## src/rtl/br_pkg.sv

```systemverilog
// Shared definitions for the branch resolve unit: funct3 codes, BHT counter
// encodings, flush FSM states and the counter saturation helper.
package br_pkg;

  localparam logic [2:0] F3_BEQ  = 3'b000;
  localparam logic [2:0] F3_BNE  = 3'b001;
  localparam logic [2:0] F3_BLT  = 3'b100;
  localparam logic [2:0] F3_BGE  = 3'b101;
  localparam logic [2:0] F3_BLTU = 3'b110;
  localparam logic [2:0] F3_BGEU = 3'b111;

  localparam logic [1:0] SNT = 2'b00;
  localparam logic [1:0] WNT = 2'b01;
  localparam logic [1:0] WT  = 2'b10;
  localparam logic [1:0] ST  = 2'b11;

  typedef enum logic {IDLE, FLUSH} state_t;

  function automatic logic [1:0] sat_step(input logic [1:0] cnt, input logic up);
    if (up) return (cnt == ST) ? ST : cnt + 2'd1;
    else    return (cnt == SNT) ? SNT : cnt - 2'd1;
  endfunction

endpackage

```

## src/rtl/bht_2bit.sv

```systemverilog
// Branch history table of 2-bit saturating counters; combinational read
// returns the pre-update counter MSB, updates land on the clock edge.
module bht_2bit #(
  parameter int IDX_W = 6
) (
  input  logic             clk,
  input  logic             rst_n,
  input  logic [IDX_W-1:0] rd_idx,
  output logic             rd_taken,
  input  logic             wr_en,
  input  logic [IDX_W-1:0] wr_idx,
  input  logic             wr_taken
);
  import br_pkg::*;

  logic [1:0] cnt [2**IDX_W];

  assign rd_taken = cnt[rd_idx][1];

  always_ff @(posedge clk or negedge rst_n) begin
    if (!rst_n) begin
      for (int i = 0; i < 2**IDX_W; i++) cnt[i] <= WNT;
    end else if (wr_en) begin
      cnt[wr_idx] <= sat_step(cnt[wr_idx], wr_taken);
    end
  end

endmodule

```

## src/rtl/branch_resolve_unit.sv

```systemverilog
// Resolves RV32I conditional branches at EX, trains the BHT, and on a
// misprediction issues a registered redirect followed by a timed flush.
//   state | meaning
//   IDLE  | resolving EX branches normally
//   FLUSH | wrong-path window; EX inputs ignored, flush held high
module branch_resolve_unit #(
  parameter int XLEN         = 32,
  parameter int BHT_IDX_W    = 6,
  parameter int FLUSH_CYCLES = 2,
  parameter int CNT_W        = 16
) (
  input  logic            clk,
  input  logic            rst_n,
  input  logic [XLEN-1:0] if_pc,
  output logic            if_pred_taken,
  input  logic            ex_valid,
  input  logic            ex_branch,
  input  logic [2:0]      ex_funct3,
  input  logic [XLEN-1:0] ex_rs1,
  input  logic [XLEN-1:0] ex_rs2,
  input  logic [XLEN-1:0] ex_pc,
  input  logic [XLEN-1:0] ex_target,
  input  logic            ex_pred_taken,
  output logic            redirect,
  output logic [XLEN-1:0] redirect_pc,
  output logic            flush,
  output logic            illegal_br,
  output logic [CNT_W-1:0] br_count,
  output logic [CNT_W-1:0] mp_count
);
  import br_pkg::*;

  localparam logic [CNT_W-1:0] CNT_MAX = '1;

  state_t     state, state_nxt;
  logic [3:0] fcnt, fcnt_nxt;
  logic       res, legal, taken, upd, mispredict;

  logic unused_ok;
  assign unused_ok = ^{if_pc[XLEN-1:BHT_IDX_W+2], if_pc[1:0]};

  always_comb begin
    taken = 1'b0;
    case (ex_funct3)
      F3_BEQ:  taken = (ex_rs1 == ex_rs2);
      F3_BNE:  taken = (ex_rs1 != ex_rs2);
      F3_BLT:  taken = ($signed(ex_rs1) <  $signed(ex_rs2));
      F3_BGE:  taken = ($signed(ex_rs1) >= $signed(ex_rs2));
      F3_BLTU: taken = (ex_rs1 <  ex_rs2);
      F3_BGEU: taken = (ex_rs1 >= ex_rs2);
      default: taken = 1'b0;
    endcase
  end

  assign res        = ex_valid & ex_branch & (state == IDLE);
  assign legal      = ex_funct3[2] | ~ex_funct3[1];
  assign upd        = res & legal;
  assign mispredict = upd & (taken != ex_pred_taken);
  assign flush      = (state == FLUSH);

  bht_2bit #(.IDX_W(BHT_IDX_W)) u_bht (
    .clk      (clk),
    .rst_n    (rst_n),
    .rd_idx   (if_pc[BHT_IDX_W+1:2]),
    .rd_taken (if_pred_taken),
    .wr_en    (upd),
    .wr_idx   (ex_pc[BHT_IDX_W+1:2]),
    .wr_taken (taken)
  );

  // Down-counter terminates at 1 so flush spans exactly FLUSH_CYCLES cycles.
  always_comb begin
    state_nxt = state;
    fcnt_nxt  = fcnt;
    case (state)
      IDLE: begin
        if (mispredict) begin
          state_nxt = FLUSH;
          fcnt_nxt  = 4'(FLUSH_CYCLES);
        end
      end
      FLUSH: begin
        fcnt_nxt = fcnt - 4'd1;
        if (fcnt == 4'd1) state_nxt = IDLE;
      end
      default: state_nxt = IDLE;
    endcase
  end

  always_ff @(posedge clk or negedge rst_n) begin
    if (!rst_n) begin
      state <= IDLE;
      fcnt  <= 4'd0;
    end else begin
      state <= state_nxt;
      fcnt  <= fcnt_nxt;
    end
  end

  always_ff @(posedge clk or negedge rst_n) begin
    if (!rst_n) begin
      redirect    <= 1'b0;
      redirect_pc <= '0;
      illegal_br  <= 1'b0;
      br_count    <= '0;
      mp_count    <= '0;
    end else begin
      redirect   <= mispredict;
      illegal_br <= res & ~legal;
      if (mispredict) redirect_pc <= taken ? ex_target : ex_pc + XLEN'(4);
      if (upd && br_count != CNT_MAX) br_count <= br_count + CNT_W'(1);
      if (mispredict && mp_count != CNT_MAX) mp_count <= mp_count + CNT_W'(1);
    end
  end

endmodule
```

## config.mk

```make
export PLATFORM = sky130hd
export DESIGN_NAME = branch_resolve_unit
export DESIGN_NICKNAME = d
export VERILOG_FILES = /design/src/rtl/br_pkg.sv /design/src/rtl/bht_2bit.sv /design/src/rtl/branch_resolve_unit.sv
export SDC_FILE = /design/constraint.sdc
export NUM_CORES = 1
export LEC_CHECK = 0
export CAP_MARGIN = 20
export CELL_PAD_IN_SITES_DETAIL_PLACEMENT = 1
export CELL_PAD_IN_SITES_GLOBAL_PLACEMENT = 2
export CORE_MARGIN = 2
export CORE_UTILIZATION = 33
export DETAILED_ROUTE_END_ITERATION = 10
export PLACE_DENSITY = 0.78
export SETUP_SLACK_MARGIN = 0.05
export SLEW_MARGIN = 0
export SYNTH_ARGS = -nofsm -noshare
export SYNTH_HDL_FRONTEND = slang
export SYNTH_HIERARCHICAL = 1
export SYNTH_SLANG_ARGS = --single-unit
```

## constraint.sdc

```tcl
create_clock -name clk -period 4.1 [get_ports clk]
set_input_delay 0.615 -clock clk [delete_from_list [all_inputs] [get_ports clk]]
set_output_delay 0.615 -clock clk [all_outputs]
set_load 0.02 [all_outputs]
```

==> results of run 1 <==
worst max path at each step:
stage / to / slack (ps) / depth (start not counted)
4_1_cts: if_pred_taken / 230 / 6
5_1_grt: if_pred_taken / 190 / 6
3_5_place_dp: redirect_pc[2] / -30 / 13
6_report: if_pred_taken / 240 / 6
3_3_place_gp: redirect_pc[5] / 6 / 14
2_1_floorplan: if_pred_taken / 390 / 5
registers in the layout (all words and copies together), names as in the netlist:
register	flops
flush	1
br_count	16
illegal_br	1
redirect_pc	32
redirect	1
u_bht/cnt	128
mp_count	16
fcnt	4
final cells by class:
type / count / area [µm²] / share of cell area [%]
timing repair buffer: 280 / 2813 / 17.44
inverter: 44 / 170.2 / 1.055
clock inverter: 14 / 193.9 / 1.202
sequential: 199 / 5060 / 31.37
clock buffer: 18 / 429.2 / 2.660
multi-input combinational: 973 / 6827 / 42.32
tap: 511 / 639.4 / 3.963
cells by family (layout without fill, tap and decap cells):
family | Yosys count | count (layout) | share of synthesized area, %
DFF | 199 | 199 | 40.68
muxes | 123 | 123 | 14.19
AOI/OAI and AO/OA | 244 | 244 | 13.98
and+or+nand+nor | 510 | 510 | 18.55
adders and majority gates | 37 | 37 | 3.722
xor gates and xnor gates | 59 | 59 | 4.154
buffers and inverters | 115 | 356 | 4.718
power by group through the flow:
stage,sequential [W],clock [W],combinational [W]
after floorplan,0.00276,0,0.000846
after global placement,0.00256,0,0.00196
after detailed placement,0.00258,0,0.00201
after CTS,0.00255,0.00193,0.00201
after global routing,0.00259,0.00200,0.00215
final,0.00255,0.00187,0.00199
timing repair:
item                       4_1_cts  5_1_grt
hold endpoints to repair         0        0
resized for setup                1        0
setup endpoints to repair        1        0
layer usage:
metal  global-route usage, %  part of all wire, %  vias to the layer above
li1                        -                    -                     5118
met1                   29.21                   45                     5477
met4                   6.600                  1.8                        4
met2                   36.61                   46                      294
met5                       0                0.065                        -
met3                   5.723                  6.9                       56
cell usage after synthesis (all sizes together) (37+ instances only):
cell type / n
dfstp: 64
ha: 37
inv: 43
xnor2: 48
buf: 52
o31ai: 65
nand2: 180
nand3: 42
dfrtp: 135
a31oi: 68
mux2: 69
nor2: 166
stage by stage:
step	utilization, %	hold WS, ps
6_report	43.13	179.0
5_1_grt	43.13	213.4
4_1_cts	43.13	211.0
3_5_place_dp	41.47	460.4
3_3_place_gp	41.47	453.7
2_1_floorplan	-	319.4
==> summary.txt, run 1 <==
Outcome
  – Outcome: completed

Power and ir drop
  – Power share of the clock group: 29.2%
  – Static leakage power: 6.391 nW
  – Combinational power share: between 30% and 40%
  – Net switching power: 0.002054 W
  – Part of the total power dissipated in sequential elements: around two fifths
  – Fraction of power spent switching nets: 32.02%
  – Cell area power density: slightly below 400 nW/µm²
  – Overall power after layout: ~0.0064 W
  – Max IR drop VDD: 0.2915 mV
  – Cell-internal power: approximately 0.0044 W

Worst setup path
  – Critical-path cell list: clkdlybuf4s50_1, buf_12, mux4_2, mux4_2, mux4_2, dlygate4sd2_1
  – Worst setup path startpoint: if_pc[2]
  – Worst reg2reg path depth: 8
  – Data required, critical path: about 3500 ps
  – Capturing point of the worst reg2reg path: u_bht/cnt[71]
  – Worst setup slack for register-to-register paths: 1200 ps
  – Reg2reg start: u_bht/cnt[79]
  – Worst setup path category: input pin to primary output
  – Crit-path most repeated cell: mux4_2
  – Crit path arrival time: around 3300 ps
  – Dominant delay contributor by cell family on the critical path: multiplexers
  – Cell with the largest stage delay on the worst path: mux4_2
  – Crit-path max FO: 16
  – Critical Path Sink Type: primary output
  – Largest stage delay on the critical path: 530 ps
  – Buffers plus inverters on the worst setup path: 3
  – Kind of launch point of the worst setup path: input pin

Timing
  – Headroom to the max-slew limit: 35.39%
  – RSZ-0062 raised after global routing: false
  – Final period util: 94.16%
  – Post-Route Skew: ~15 ps
  – Final worst setup slack: 239.4 ps
  – Maximum achievable frequency: approximately 0.26 GHz
  – Final hold viol count: 0
  – Slew @ Worst Pin: 965.5 ps
  – Max Transition Viols Final: 0
  – Fin Setup TNS: 0 ps
  – Clock period minus worst slack: roughly 3900 ps
  – Final setup violation count: 0

Placement
  – Post-place setup slack: -26.85 ps
  – Placed inst area: 15510 µm²
  – Number of placed cells counting well taps: 2007
  – Number of buffers added on ports: 209
  – Routability congestion estimate from global placement: ~0.84
  – Detailed placement HPWL: around 31000 µm

GRT
  – Total routing usage reported by global routing: 22.41%
  – Initial antenna violation count: 2
  – Wire length of the first global-routing pass: about 67000 µm
  – Number of global-route vias before repair: 11490
  – Sum of overflow across all layers after global routing: 0
  – Pin count of the biggest net entering global routing: 77

Flow run
  – Max cap viols: 0

Synth
  – Post-synthesis sequential area ratio: between 40% and 50%
  – Share of the synthesized area in the top cell type: 27.16%
  – Share of flip-flops with an asynchronous set or reset: 100.0%
  – Per-instance average area after synthesis: 9.664 µm²
  – Net count after synthesis: about 1500
  – Library cells used by synthesis: 74
  – Most instantiated flip-flop cell in the synthesis netlist: dfrtp_1
  – Cell area after technology mapping: 12440 µm²
  – Cell taking the most area after synthesis: dfrtp_1
  – Register bit count reported by yosys: 199
  – Ranking of synthesized cells by area: dfrtp_1, dfstp_2, nand2_1
  – Number of enable flip-flop cells after synthesis: 0
  – Syn Inst Count: 1287
  – Warnings from Yosys: 6

Layout
  – Filler-free cell count of the finished design: 2039
  – Count of inserted antenna diode cells: 0
  – Synth-to-Final Area Change: 29.70%
  – Final instance area: 16130 µm²
  – Final net count: 1720
  – Ratio of cells with drive above 1 in the final layout: ~18%
  – Fill cell count: 4216
  – Commonest cells after routing, fill and taps aside: clkdlybuf4s50_1, nand2_1, nor2_1, dfrtp_1, a31oi_1
  – Most common cell after layout, fill and taps aside: clkdlybuf4s50_1

Floorplanning
  – Number of top-level design ports: 236
  – Area of the core region: ~37000 µm²
  – Full die area: slightly below 40000 µm²
  – Starting density of the core: 33.26%
  – Chip height: 198.1 µm
  – Horizontal die dimension: 198.1 µm
  – Number of cell rows: 71

Clock tree
  – Clock Path Buffers: 2
  – Hold Buf Count CTS: 0
  – Clk_lat worst skew: 470 ps
  – H-tree Lvls: 4
  – Root Buffer Master: clkbuf_16
  – Buffers inserted by post-CTS timing repair: 0
  – Number of buffers created by CTS: 17
  – Clock tree from TritonCTS: built
  – CTS Sinks: 199
  – Reg clk slew, reported paths: 70 ps

Routing
  – Routed wire length: 42940 µm
  – Number of iterations in the first detailed-routing pass: 5
  – Drt wl/cell: 21.06 µm
  – Vias per cell: 5.370
  – Routed Antenna Nets: 0
  – DRC errors left: 0
  – DR vias: ~11000
  – Starting DRC count in detailed routing: roughly 600

Worst hold path
  – Hold Crit Class: input pin to asynchronous set/reset pin
Power figures use the tool's default switching activity.
==> inputs of run 2 (changes only) <==
==> constraint.sdc (replaced) <==
create_clock -name clk -period 4.1 [get_ports clk]
set_input_delay 0.82 -clock clk [delete_from_list [all_inputs] [get_ports clk]]
set_output_delay 0.82 -clock clk [all_outputs]
set_load 0.02 [all_outputs]
==> run 2 against run 1 <==
Routed wire length is 1.0% higher; combinational power is 2% higher; clock-buffer cell count is 2 higher; via count is 0.51% higher; sequential power hardly changed; global-route usage is 0.075 points higher; critical endpoint unchanged; highest routed layer is now met4.
==> summary.txt, run 2 (synthesis results as in run 1) <==
Layout
  – Most common cell after layout, fill and taps aside: clkdlybuf4s50_1 (unchanged)
  – Filler-free cell count of the finished design: 2075 (was 2039)
  – Sequential Area: 5060 µm² (unchanged)
  – Fill cell count: 4214 (was 4216)
  – Synth-to-Final Area Change: 32.06% (was 29.70%)
  – Top Registers: u_bht/cnt (128), redirect_pc (32) (unchanged)
  – Ratio of cells with drive above 1 in the final layout: 20.15% (was 18.26%)
  – Final standard cell utilization of the core: 43.92% (was 43.13%)
  – Register ranked first by flip-flop count: u_bht/cnt (unchanged)
  – Multi-input gate area: 6827 µm² (unchanged)
  – Max reg flops: 128 (unchanged)
  – Commonest cells after routing, fill and taps aside: clkdlybuf4s50_1, nand2_1, nor2_1, dfrtp_1, buf_4 (was clkdlybuf4s50_1, nand2_1, nor2_1, dfrtp_1, a31oi_1)
  – Final net count: 1755 (was 1720)

Worst setup path
  – Worst setup slack for register-to-register paths: 1190 ps (was 1200 ps)
  – Reg2reg start: u_bht/cnt[61] (was u_bht/cnt[79])
  – Data required, critical path: 3280 ps (was 3480 ps)
  – Crit-path max FO: 8 (was 16)
  – Critical Path Sink Type: primary output (unchanged)
  – Kind of launch point of the worst setup path: input pin (unchanged)
  – Capturing point of the worst reg2reg path: u_bht/cnt[83] (was u_bht/cnt[71])
  – Worst setup path category: input pin to primary output (unchanged)
  – Crit path arrival time: 3050 ps (was 3250 ps)
  – Worst reg2reg path depth: 8 (unchanged)

Placement
  – Routability congestion estimate from global placement: 0.8250 (was 0.8364)
  – Number of buffers added on ports: 209 (unchanged)
  – Detailed placement HPWL: 31640 µm (was 31100 µm)
  – Number of placed cells counting well taps: 2041 (was 2007)

Routing
  – Starting DRC count in detailed routing: 507 (was 588)
  – Routed Antenna Nets: 0 (unchanged)
  – Routed wire length: 43370 µm (was 42940 µm)
  – Vias per cell: 5.304 (was 5.370)
  – DR vias: 11010 (was 10950)
  – DRC errors left: 0 (unchanged)
  – Number of iterations in the first detailed-routing pass: 5 (unchanged)
  – Drt wl/cell: 20.90 µm (was 21.06 µm)

Clock tree
  – Clock Path Buffers: 2 (unchanged)
  – CTS Sinks: 199 (unchanged)
  – Clk_lat worst skew: 460 ps (was 470 ps)
  – Clock tree from TritonCTS: built (unchanged)
  – H-tree Lvls: 4 (unchanged)
  – Buffers inserted by post-CTS timing repair: 0 (unchanged)
  – Root Buffer Master: clkbuf_16 (unchanged)
  – Reg clk slew, reported paths: 70 ps (about the same)
  – Number of buffers created by CTS: 17 (unchanged)
  – Hold Buf Count CTS: 0 (unchanged)

Floorplanning
  – Full die area: 39260 µm² (unchanged)
  – Area of the core region: 37400 µm² (unchanged)
  – Horizontal die dimension: 198.1 µm (unchanged)
  – Chip height: 198.1 µm (unchanged)
  – Starting density of the core: 33.26% (unchanged)
  – Number of top-level design ports: 236 (unchanged)
  – Number of cell rows: 71 (unchanged)

Timing
  – Clock period minus worst slack: 3872 ps (was 3861 ps)
  – RSZ-0062 raised after global routing: false (unchanged)
  – Maximum achievable frequency: 0.2583 GHz (was 0.2590 GHz)
  – Final period util: 94.44% (was 94.16%)
  – Max Transition Viols Final: 0 (unchanged)
  – Final hold viol count: 0 (unchanged)
  – Post-Route Skew: 15.88 ps (was 15.08 ps)
  – Slew @ Worst Pin: 681.3 ps (was 965.5 ps)
  – Headroom to the max-slew limit: 54.58% (was 35.39%)
  – Final setup violation count: 0 (unchanged)

Power and ir drop
  – Cell area power density: 390.7 nW/µm² (was 397.6 nW/µm²)
  – Static leakage power: 6.574 nW (was 6.391 nW)
  – Max IR drop VDD: 0.3159 mV (was 0.2915 mV)

GRT
  – Initial antenna violation count: 2 (unchanged)
  – Total routing usage reported by global routing: 22.49% (was 22.41%)
  – Wire length of the first global-routing pass: 67840 µm (was 67160 µm)
  – Sum of overflow across all layers after global routing: 0 (unchanged)
  – Pin count of the biggest net entering global routing: 98 (was 77)
  – Number of global-route vias before repair: 11680 (was 11490)

Flow run
  – Max cap viols: 0 (unchanged)

Outcome
  – Outcome: completed (unchanged)

Worst hold path
  – Hold Crit Class: input pin to asynchronous set/reset pin (unchanged)
run 2: per-stage QoR:
stage	instance area (µm²)	total power (W)	TNS, ps	hold WS, ps	setup slack [ps]
floorplan	12440	0.003608	0	447.3	223.7
global route	16430	0.006742	0	371.8	168.7
CTS	16430	0.006489	0	378.0	65.39
global placement	15770	0.004556	-3799	453.8	-390.3
detailed placement	15780	0.004623	-6395	459.2	-364.9
finish	16430	0.006418	0	345.8	228.0
run 2: worst max-delay path by stage:
stage / start / end / slack (ps) / cells past startpoint
3_5_place_dp: if_pc[2] / if_pred_taken / -360 / 6
2_1_floorplan: if_pc[2] / if_pred_taken / 220 / 5
3_3_place_gp: if_pc[2] / if_pred_taken / -390 / 6
6_report: if_pc[2] / if_pred_taken / 230 / 6
4_1_cts: if_pc[2] / if_pred_taken / 70 / 6
5_1_grt: ex_rs2[11] / redirect_pc[1] / 170 / 14
run 2: layout make-up:
type	count	area share [%]
diodes	1	0.01523
clock buffers	20	2.719
clock inverters	12	1.013
inverters	44	1.036
multi-input cells	973	41.56
flip-flops and latches	199	30.80
well taps	511	3.892
repair buffers	315	18.96
run 2: layer usage:
layer / part of all wire [%] / track usage [%]
met1: 45 / 28.88
met2: 48 / 38.67
met3: 6.1 / 4.940
met4: 1.2 / 4.873
met5: 0 / 0
run 2: repair_timing:
item                                    in CTS  in global routing
endpoints found under the setup margin       1                  1
resized for setup                            5                  1
gates cloned                                 1                  0
pin swaps                                    0                  0
run 2: critical path, stage by stage:
cell	delay [ps]
clkdlybuf4s15_2	260
bufbuf_16	310
mux4_2	510
mux4_2	470
mux4_2	500
clkbuf_2	180
run 2: power by group:
group / switching [W] / leakage (nW) / total, W / internal (W)
Clock: 0.000851 / 0.298 / 0.00184 / 0.000991
Sequential: 0.000247 / 2.46 / 0.00255 / 0.00230
Combinational: 0.000965 / 3.82 / 0.00203 / 0.00106
Total: 0.00206 / 6.57 / 0.00642 / 0.00435
==> inputs of run 3 (changes only) <==
--- a/config.mk
+++ b/config.mk
@@ -13,6 +13,7 @@
 export DETAILED_ROUTE_END_ITERATION = 10
 export PLACE_DENSITY = 0.78
 export SETUP_SLACK_MARGIN = 0.05
+export SKIP_CTS_REPAIR_TIMING = 1
 export SLEW_MARGIN = 0
 export SYNTH_ARGS = -nofsm -noshare
 export SYNTH_HDL_FRONTEND = slang
==> run 3 against run 2 <==
Core utilization about the same; critical path type unchanged; via count about the same; clock power about the same; power about the same; register-to-register slack about the same; combinational power about the same; clock skew increased by 0.86 ps; design area about the same; sequential power about the same; hold slack got worse by 2.5 ps; final cell count unchanged; critical path depth unchanged.
==> summary.txt, run 3 (synthesis results as in run 1) <==
Outcome
  – Outcome: completed (unchanged)

Routing
  – DRC errors left: 0 (unchanged)
  – Vias per cell: 5.308 (was 5.304)
  – Number of iterations in the first detailed-routing pass: 4 (was 5)
  – Sum of met3 wire segment lengths after detailed routing: 2565 µm (was 2637 µm)
  – Met1 wire length: 19440 µm (was 19360 µm)
  – DR vias: 11020 (was 11010)
  – Routed wire length: 43390 µm (was 43370 µm)
  – Routed Antenna Nets: 0 (unchanged)
  – Drt wl/cell: 20.91 µm (was 20.90 µm)
  – Starting DRC count in detailed routing: 474 (was 507)
  – Wire length on met2: 20980 µm (was 20840 µm)
  – Highest routing layer actually used: met4 (unchanged)

GRT
  – Initial antenna violation count: 2 (unchanged)
  – Pin count of the biggest net entering global routing: 98 (unchanged)
  – Total routing usage reported by global routing: 22.41% (was 22.49%)
  – Wire length of the first global-routing pass: 67640 µm (was 67840 µm)
  – Sum of overflow across all layers after global routing: 0 (unchanged)
  – Number of global-route vias before repair: 11680 (about the same)

Timing
  – Clock period minus worst slack: 3924 ps (was 3872 ps)
  – Maximum achievable frequency: 0.2548 GHz (was 0.2583 GHz)
  – RSZ-0062 raised after global routing: false (unchanged)
  – Max Transition Viols Final: 0 (unchanged)
  – Slew @ Worst Pin: 681.4 ps (was 681.3 ps)
  – Final Hold Slack: 343.3 ps (was 345.8 ps)
  – Final setup violation count: 0 (unchanged)
  – Post-Route Skew: 16.74 ps (was 15.88 ps)
  – Final period util: 95.71% (was 94.44%)
  – Final worst setup slack: 176.0 ps (was 228.0 ps)
  – Final hold viol count: 0 (unchanged)
  – Headroom to the max-slew limit: 54.57% (was 54.58%)

Worst setup path
  – Critical Path Sink Type: primary output (unchanged)
  – Data required, critical path: 3280 ps (about the same)
  – Worst setup path category: input pin to primary output (unchanged)
  – Kind of launch point of the worst setup path: input pin (unchanged)
  – Dominant delay contributor by cell family on the critical path: multiplexers (unchanged)
  – Worst reg2reg path depth: 8 (unchanged)
  – Critical-path cell list: clkdlybuf4s50_1, buf_12, mux4_2, mux4_2, mux4_2, dlymetal6s2s_1 (was clkdlybuf4s15_2, bufbuf_16, mux4_2, mux4_2, mux4_2, clkbuf_2)
  – Buffers plus inverters on the worst setup path: 3 (unchanged)
  – Worst setup slack for register-to-register paths: 1200 ps (was 1190 ps)
  – Depth of the critical timing path with buffers and inverters included: 6 (unchanged)
  – Crit-path most repeated cell: mux4_2 (unchanged)
  – Largest stage delay on the critical path: 520 ps (was 510 ps)
  – Cell with the largest stage delay on the worst path: mux4_2 (unchanged)
  – Crit path arrival time: 3100 ps (was 3050 ps)
  – Crit-path max FO: 16 (was 8)

Layout
  – Final net count: 1755 (unchanged)
  – Synth-to-Final Area Change: 32.07% (was 32.06%)
  – Most common cell after layout, fill and taps aside: clkdlybuf4s50_1 (unchanged)
  – Ratio of cells with drive above 1 in the final layout: 20.03% (was 20.15%)
  – Top Registers: u_bht/cnt (128), redirect_pc (32) (unchanged)
  – Commonest cells after routing, fill and taps aside: clkdlybuf4s50_1, nand2_1, nor2_1, dfrtp_1, buf_4 (unchanged)
  – Fill cell count: 4214 (unchanged)
  – Register ranked first by flip-flop count: u_bht/cnt (unchanged)
  – Max reg flops: 128 (unchanged)
  – Final instance area: 16430 µm² (about the same)

Clock tree
  – Clk_lat worst skew: 460 ps (about the same)
  – Number of buffers created by CTS: 17 (unchanged)
  – CTS Sinks: 199 (unchanged)
  – Clock tree from TritonCTS: built (unchanged)
  – Reg clk slew, reported paths: 70 ps (about the same)
  – Clock Path Buffers: 2 (unchanged)
  – H-tree Lvls: 4 (unchanged)
  – Root Buffer Master: clkbuf_16 (unchanged)

Placement
  – Detailed placement HPWL: 31640 µm (unchanged)
  – Number of buffers added on ports: 209 (unchanged)
  – Post-place setup slack: -364.9 ps (unchanged)
  – Routability congestion estimate from global placement: 0.8250 (unchanged)
  – Placed inst area: 15780 µm² (unchanged)

Floorplanning
  – Horizontal die dimension: 198.1 µm (unchanged)
  – Number of cell rows: 71 (unchanged)
  – Chip height: 198.1 µm (unchanged)
  – Starting density of the core: 33.26% (unchanged)
  – Area of the core region: 37400 µm² (unchanged)
  – Full die area: 39260 µm² (unchanged)
  – Number of top-level design ports: 236 (unchanged)

Power and ir drop
  – Cell-internal power: 0.004354 W (was 0.004355 W)
  – Net switching power: 0.002062 W (was 0.002063 W)
  – Power share of the clock group: 28.7% (about the same)
  – Combinational power share: 31.6% (about the same)
  – Part of the total power dissipated in sequential elements: 39.7% (about the same)
  – Max IR drop VDD: 0.3180 mV (was 0.3159 mV)
  – Cell area power density: 390.6 nW/µm² (was 390.7 nW/µm²)
  – Static leakage power: 6.592 nW (was 6.574 nW)
  – Fraction of power spent switching nets: 32.14% (was 32.15%)

Flow run
  – Max cap viols: 0 (unchanged)

Worst hold path
  – Hold Crit Class: input pin to asynchronous set/reset pin (unchanged)
==> run 3: changes by cell type in the layout (fill, tap and decap cells not counted), sizes merged <==
cell	previous run	this run
dlymetal6s2s	0	2
bufbuf	1	0
clkdlybuf4s15	1	0
==> run 3: metal layers <==
metal / vias up / GRT usage (%)
li1: 5178 / -
met1: 5544 / 28.63
met2: 263 / 38.69
met3: 30 / 5.161
met4: 0 / 4.511
met5: - / 0
==> run 3: per-stage QoR <==
stage                     total power (W)  utilization [%]  std cells  setup TNS [ps]
final                            0.006416            43.92       2075               0
after global routing             0.006740            43.92       2075               0
after CTS                        0.006485            43.84       2073          -389.4
after detailed placement         0.004623            42.20       2041           -6395
after global placement           0.004556            42.17       2040           -3799
after floorplan                  0.003608                -       1287               0
==> run 3: final cells by class <==
cell class              count  area (µm²)  area share, %
repair buffers            315        3115          18.97
clock buffers              20       446.7          2.719
clock inverters            12       166.4          1.013
multi-input cells         973        6827          41.56
flip-flops and latches    199        5060          30.80
inverters                  44       170.2          1.036
well taps                 511       639.4          3.892
diodes                      1       2.502        0.01523
==> run 3: worst paths after layout <==
kind                               startpoint       endpoint
min in group clk                u_bht/cnt[34]  u_bht/cnt[34]
max in group asynchronous               rst_n  u_bht/cnt[50]
worst max register to register  u_bht/cnt[61]  u_bht/cnt[37]
worst min register to register  u_bht/cnt[34]  u_bht/cnt[34]
worst min-delay path                    rst_n    br_count[3]
worst max-delay path                 if_pc[3]  if_pred_taken
==> run 3: worst register-to-register path: stages (launching register included) <==
cell and delay [ps]:
dfrtp_1 410, and2_0 160, mux4_2 450, o21ai_1 210, nand4_1 90, or4_1 620
o31ai_4 480, buf_12 240, a31oi_1 120
==> run 3: power by group through the flow <==
stage / Clock (W) / Sequential, W / Combinational, W
2_1_floorplan: 0 / 0.00276 / 0.000846
3_3_place_gp: 0 / 0.00257 / 0.00199
3_5_place_dp: 0 / 0.00259 / 0.00204
4_1_cts: 0.00189 / 0.00255 / 0.00205
5_1_grt: 0.00196 / 0.00260 / 0.00218
6_report: 0.00184 / 0.00255 / 0.00203
